## src/rtl/mc14500_fetch.sv

```systemverilog
// mc14500_fetch: instruction fetch unit with PC, jumps, return stack and SKZ skip
// Ports:
//   clk, rst_n                  clock and synchronous active-low reset
//   rom_read, rom_address       ROM read strobe and address (address is the PC)
//   rom_data                    ROM read data, combinationally valid while rom_read
//   instr, instr_pc             fetched word and the address it came from
//   instr_valid, instr_ready    output handshake to the decoder
//   jmp, jmp_link, jmp_target   redirect, optionally pushing instr_pc+1
//   rtn                         pop the return stack into the PC
//   skz                         discard the next sequential instruction
//   stack_overflow/underflow    sticky stack error flags
module mc14500_fetch #(
    parameter int ADDR_W      = 8,
    parameter int WORD        = 8,
    parameter int STACK_DEPTH = 4
) (
    input  logic              clk,
    input  logic              rst_n,
    output logic              rom_read,
    output logic [ADDR_W-1:0] rom_address,
    input  logic [WORD-1:0]   rom_data,
    output logic [WORD-1:0]   instr,
    output logic [ADDR_W-1:0] instr_pc,
    output logic              instr_valid,
    input  logic              instr_ready,
    input  logic              jmp,
    input  logic              jmp_link,
    input  logic [ADDR_W-1:0] jmp_target,
    input  logic              rtn,
    input  logic              skz,
    output logic              stack_overflow,
    output logic              stack_underflow
);
    localparam int SP_W = $clog2(STACK_DEPTH + 1);
    localparam int IX_W = STACK_DEPTH > 1 ? $clog2(STACK_DEPTH) : 1;
    logic [ADDR_W-1:0] pc;
    logic [SP_W-1:0]   sp;
    logic [ADDR_W-1:0] stack [STACK_DEPTH];
    logic              fetch, acc, full, empty;
    logic [IX_W-1:0]   top, free;
    assign acc         = instr_valid & instr_ready;
    assign fetch       = rst_n & (~instr_valid | instr_ready);
    assign rom_read    = fetch;
    assign rom_address = pc;
    assign full        = sp == SP_W'(STACK_DEPTH);
    assign empty       = sp == '0;
    assign top         = IX_W'(sp - 1'b1);
    assign free        = IX_W'(sp);
    // Redirects drop the word fetched in the same cycle, giving one bubble.
    always_ff @(posedge clk) begin
        if (!rst_n) begin
            pc              <= '0;
            sp              <= '0;
            instr           <= '0;
            instr_pc        <= '0;
            instr_valid     <= 1'b0;
            stack_overflow  <= 1'b0;
            stack_underflow <= 1'b0;
        end else if (fetch) begin
            if (acc && jmp) begin
                pc          <= jmp_target;
                instr_valid <= 1'b0;
                if (jmp_link) begin
                    if (full) begin
                        stack_overflow <= 1'b1;
                    end else begin
                        stack[free] <= instr_pc + 1'b1;
                        sp          <= sp + 1'b1;
                    end
                end
            end else if (acc && rtn) begin
                instr_valid <= 1'b0;
                if (empty) begin
                    pc              <= '0;
                    stack_underflow <= 1'b1;
                end else begin
                    pc <= stack[top];
                    sp <= sp - 1'b1;
                end
            end else if (acc && skz) begin
                instr_valid <= 1'b0;
                pc          <= pc + 1'b1;
            end else begin
                instr       <= rom_data;
                instr_pc    <= pc;
                instr_valid <= 1'b1;
                pc          <= pc + 1'b1;
            end
        end
    end
endmodule

```

## config.mk

```make
export PLATFORM = sky130hd
export DESIGN_NAME = mc14500_fetch
export DESIGN_NICKNAME = d
export VERILOG_FILES = /design/src/rtl/mc14500_fetch.sv
export SDC_FILE = /design/constraint.sdc
export NUM_CORES = 1
export LEC_CHECK = 0
export CORE_MARGIN = 1
export CORE_UTILIZATION = 40
export DETAILED_ROUTE_END_ITERATION = 8
export GPL_TIMING_DRIVEN = 0
export PLACE_DENSITY = 0.61
export SLEW_MARGIN = 20
export SYNTH_ARGS = -nofsm -noshare
export SYNTH_HDL_FRONTEND = slang
export SYNTH_SLANG_ARGS = --single-unit
export TNS_END_PERCENT = 30
```

## constraint.sdc

```tcl
create_clock -name clk -period 5.45 [get_ports clk]
set_input_delay 1.09 -clock clk [delete_from_list [all_inputs] [get_ports clk]]
set_output_delay 1.09 -clock clk [all_outputs]
set_load 0.03 [all_outputs]
```

Word-level counts from Yosys, hierarchy flattened
Memory sizes are Yosys's and may differ from the RTL's.
Cells that the tools add are included.
{"block": "totals", "regBits": 30, "mem_bits_rw": 32, "mem_count": 1}
{"block": "classes", "addsub": 4, "eq_ne": 4, "muxes": 17, "bitwise": 7, "n_reduce_logical": 9}
{"memory": "stack", "words": 4, "word_bits": 8, "read_ports": 1, "rd_clocked_by_memory_dff": 0, "write_ports": 1, "line_no": "38", "source": "logic [ADDR_W-1:0] stack [STACK_DEPTH];"}
{"op": "$mux 8", "count": 3}
{"op": "$add 8x1->8 const B", "count": 2}
{"op": "$mux 3", "count": 5}
{"op": "$reduce_and 4->1", "count": 3}
{"op": "$mux 1", "count": 9}
{"op": "$reduce_and 5->1", "count": 1}
{"op": "$ne 2x2->1 const B", "count": 2}
{"op": "$not 1->1", "count": 4}
{"op": "$add 3x1->3 const B", "count": 1}
{"op": "$eq 3x3->1 const B", "count": 1}
{"op": "$logic_and 1x1->1", "count": 3}
{"op": "$logic_not 3->1", "count": 1}
{"op": "$sub 3x1->3 const B", "count": 1}
{"op": "$and 1x1->1", "count": 2}
{"op": "$ne 2x1->1 const B", "count": 1}
{"op": "$reduce_bool 2->1", "count": 1}
{"op": "$or 1x1->1", "count": 1}

Depth between registers and ports, before layout
{"block": "logic_depth", "word_depth": 7, "mapped_depth": 8, "depth_no_buf": 7}

Worst setup path after synthesis
OpenSTA, ideal clock, no wires.
{"block": "synth_timing", "kind": "input port to output port", "from": "in rst_n", "to": "out rom_read", "arrival_ns": 1.707, "slack_ns": 2.653, "cell_stages": 3, "path_buffers": 1, "cell_sequence": "clkbuf_1 > nand2_1 > inv_1"}
{"block": "synth_via", "elab_chain_cells": 1}
{"element": "start: declaration", "line_no": "18", "source": "input logic rst_n,"}
{"element": "$and 1x1->1", "line_no": "42", "source": "assign fetch = rst_n & (~instr_valid | instr_ready);"}
{"element": "end: declaration", "line_no": "19", "source": "output logic rom_read,"}
Every way passes these cells.

Worst setup path in the final report
{"block": "layout_timing", "from": "in instr_ready", "to": "out rom_read"}
{"block": "layout_via", "elab_chain_cells": 2}
{"element": "start: declaration", "line_no": "25", "source": "input logic instr_ready,"}
{"element": "$or 1x1->1", "line_no": "42"}
{"element": "$and 1x1->1", "line_no": "42"}
Every way passes these cells.

==> impl_metrics.py <==
metrics = {
    "cells_and_area": {
        "areaGrowthSynthToFinish_pct": 26.9,
        "final_core_occ_pct": 52.9,
        "n_fill_cell": 636,
        "antenna_cells_inserted": 0,
        "multi_input_area_um2": 1190,
        "layout-drive-gt1-share_pct": 9.44,
        "final_nets": 311,
        "fin_area_um2": 3620,
        "seq_area_um2": 1560,
        "final-instance-count-excl-fill": 382,
        "most-common-layout-cells": "sky130_fd_sc_hd__clkdlybuf4s50_1 (49), sky130_fd_sc_hd__edfxtp_1 (32), sky130_fd_sc_hd__dfxtp_1 (30)",
        "most_common_library_cell_in_the_layout_ignoring_fill_and_taps": "sky130_fd_sc_hd__clkdlybuf4s50_1",
    },
    "logic_synthesis": {
        "synthesis.instances": 221,
        "synthDistinctLibCells": 41,
        "synth-warning-count": 0,
        "ys_seq_area_share_pct": 54.8,
        "syn_area_um2": 2850,
        "synth_area_per_cell_um2": 12.9,
        "synth-async-reset-ratio_pct": 0,
        "synth-seq-cells": 62,
        "commonest_register_cell_after_synthesis": "sky130_fd_sc_hd__edfxtp_1",
        "syn_nets": 251,
        "number_of_flops_mapped_to_enable_cells_by_yosys": 32,
    },
    "worst_hold_path": {
        "hold_class": "reg2reg",
        "min_from": "stack_underflow",
        "min_to": "stack_underflow",
        "worstHoldPathCells": 1,
    },
    "setup_path": {
        "critPathBufInv": 5,
        "timing.critical_path.arrival_ps": 3010,
        "r2r_setup_slk_ps": 2990,
        "timing.critical_path.slowest_stage_cell": "sky130_fd_sc_hd__clkdlybuf4s50_1",
        "critical_path_class": "in2out",
        "timing.critical_path.from_type": "primary input",
        "crit_path_max_incr_delay_ps": 660,
        "worst_flop_to_flop_path_endpoint": "rom_address[1]",
        "worst-endpoint-required_ps": 4360,
        "critical_path.cell_chain": "clkdlybuf4s50_1 > inv_2 > nand2_1 > buf_2 > nand2_1 > inv_1 > clkdlybuf4s50_1",
        "cp_top_family": "buffers and inverters",
        "timing.reg2reg.worst_path_depth": 8,
        "endpoint_kind": "output pin",
        "critical_path.reg2reg.startpoint": "sp[0]",
        "critPathMaxFanout": 10,
    },
    "place": {
        "pre_cts_slack_ps": 1360,
        "place_hpwl_um": 4530,
        "portBuffers": 49,
        "gp_routability_congestion": 0.792,
        "placed_cell_area_um2": 3460,
        "placedCellCount": 366,
    },
    "sta": {
        "setup_viol": 0,
        "setup_tns_ps": 0,
        "worst_slack_ps": 1350,
        "max_freq_mhz": 244,
        "finalMaxSlewViolations": 0,
        "final_min_period_over_clock_period_pct": 75.2,
        "grt_setup_unrepaired": "false",
        "transition_at_the_pin_with_the_smallest_max_transition_slack_ps": 780,
        "finClkSkew_ps": 8.80,
        "final_hold_viol_count": 0,
        "layout_min_cycle_time_ps": 4100,
        "slew-limit-headroom_pct": 47.8,
    },
    "floorplan": {
        "die-width_um": 86.4,
        "placeableCoreArea_um2": 6830,
        "floorplan.initialDensity_pct": 41.7,
        "floorplan.die_area_um2": 7460,
        "standard_cell_row_count": 30,
        "die_height_um": 86.4,
        "floorplan.io_pins": 51,
    },
    "pwr": {
        "internal-power_mw": 0.724,
        "p_comb_share_pct": 13.4,
        "power.share.sequential_pct": 52.6,
        "power_switching_mw": 0.258,
        "vdd_drop_max_mv": 0.160,
        "netSwitchingFraction_pct": 26.3,
        "leak_nw": 1.38,
        "cellPowerDensity_nw_per_um2": 272,
        "clock_power_share_pct": 34.0,
    },
    "route": {
        "detail_route.wl_per_cell_um": 17.0,
        "detailedRoute.firstPassIterationCount": 4,
        "initialDrtViolationCount": 80,
        "vias": 1974,
        "antenna_violating_nets_post_route": 0,
        "drc": 0,
        "routed_via_density": 5.17,
        "routed_wirelength_um": 6480,
    },
    "clocking": {
        "insertion_delay_ps": 330,
        "clk_pin_slew_ps": 70,
        "clk_path_buf_depth": 2,
        "ctsHoldBuffers": 0,
        "cts_inserted_buffers": 9,
        "clock_sink_count": 62,
        "post_cts.repair.setup_buffers": 0,
        "post_cts.resized_instances": 0,
        "cts_tree": "built",
        "cts_max_level": 3,
        "cts_root_buffer": "sky130_fd_sc_hd__clkbuf_8",
    },
    "job": {
        "max_cap_violations": 0,
    },
    "status": {
        "outcome": "finished clean",
    },
    "grt": {
        "first_global_vias": 1815,
        "globalRouteTotalUtil_pct": 18.3,
        "global_route_wire_length_before_repair_um": 9840,
        "grt.overflow.total": 0,
        "antenna_found_initial": 0,
        "pin_count_of_the_biggest_net_entering_global_routing": 11,
    },
}
## through the flow
step / power (mW) / hold slack, ps
global route: 1.02 / 511
detailed placement: 0.659 / 458
floorplan: 0.601 / 521
CTS: 0.987 / 473
finish: 0.982 / 474
global placement: 0.659 / 458
## synthesized netlist by cell type, types with 2 or more instances
cell | n | share of area (%)
sky130_fd_sc_hd__a21oi_1 | 3 | 0.53
sky130_fd_sc_hd__a221oi_1 | 5 | 1.5
sky130_fd_sc_hd__a22o_1 | 2 | 0.61
sky130_fd_sc_hd__and2_1 | 5 | 1.1
sky130_fd_sc_hd__and3_1 | 6 | 1.3
sky130_fd_sc_hd__buf_2 | 2 | 0.35
sky130_fd_sc_hd__buf_4 | 2 | 0.53
sky130_fd_sc_hd__buf_6 | 2 | 0.79
sky130_fd_sc_hd__clkbuf_1 | 5 | 0.66
sky130_fd_sc_hd__dfxtp_1 | 30 | 21
sky130_fd_sc_hd__edfxtp_1 | 32 | 34
sky130_fd_sc_hd__ha_1 | 7 | 3.1
sky130_fd_sc_hd__inv_1 | 7 | 0.92
sky130_fd_sc_hd__mux2i_1 | 18 | 6.3
sky130_fd_sc_hd__mux4_1 | 5 | 4.6
sky130_fd_sc_hd__mux4_2 | 3 | 2.4
sky130_fd_sc_hd__nand2_1 | 8 | 1.1
sky130_fd_sc_hd__nand3_1 | 10 | 1.8
sky130_fd_sc_hd__nor2_1 | 9 | 1.2
sky130_fd_sc_hd__nor2b_1 | 19 | 4.2
sky130_fd_sc_hd__nor3_1 | 2 | 0.35
sky130_fd_sc_hd__o21a_1 | 3 | 0.79
sky130_fd_sc_hd__o21ai_0 | 3 | 0.53
sky130_fd_sc_hd__o221ai_1 | 2 | 0.61
sky130_fd_sc_hd__o32ai_1 | 3 | 0.92
sky130_fd_sc_hd__xnor2_1 | 11 | 3.4
sky130_fd_sc_hd__xor2_1 | 3 | 0.92
## kinds of logic after synthesis
logic type	Yosys count	share of synthesized area (%)
simple gates	64	12.5
flops	62	54.8
xor+xnor	14	4.30
buf+inv	19	3.38
compound gates	29	8.65
mux	26	13.3
fa+ha+maj	7	3.07
## sequential cells by signal, summed over array words and instances, names as in the netlist
signal / flops
instr_valid: 1
stack_underflow: 1
instr: 8
stack: 32
instr_pc: 8
rom_address: 8
stack_overflow: 1
sp: 3
## cell type report
cell class / count / share of cell area, %
Tap cell: 96 / 3.32
Sequential cell: 62 / 43.2
Multi-Input combinational cell: 140 / 32.9
Inverter: 8 / 0.830
Timing Repair Buffer: 49 / 13.6
Buffer: 11 / 1.83
Clock inverter: 6 / 0.796
Clock buffer: 10 / 3.53
## per-layer routing
layer,vias up,share of wire (%),global-route usage (%),wire (µm)
li1,942,-,-,-
met1,983,49,25.4,3160
met2,44,46,28.3,2950
met3,5,4.9,4.67,318
met4,0,0.71,5.45,46
met5,-,0,0,0
## power groups by stage
stage	registers [mW]	clock network [mW]	logic (mW)
floorplan	0.545	0	0.0561
CTS	0.517	0.337	0.133
global route	0.518	0.358	0.141
detailed placement	0.527	0	0.132
finish	0.517	0.333	0.132
global placement	0.527	0	0.132
## how the worst max path moves through the flow
stage | slack, ps | to | from | cells past startpoint
after CTS | 1350 | rom_read | instr_ready | 7
after global routing | 1220 | rom_read | instr_ready | 7
after detailed placement | 1360 | rom_read | instr_ready | 7
final | 1350 | rom_read | instr_ready | 7
after global placement | 1350 | rom_read | instr_ready | 7
after floorplan | 2650 | rom_read | rst_n | 3
No activity file was read; power rests on OpenSTA's default activity.
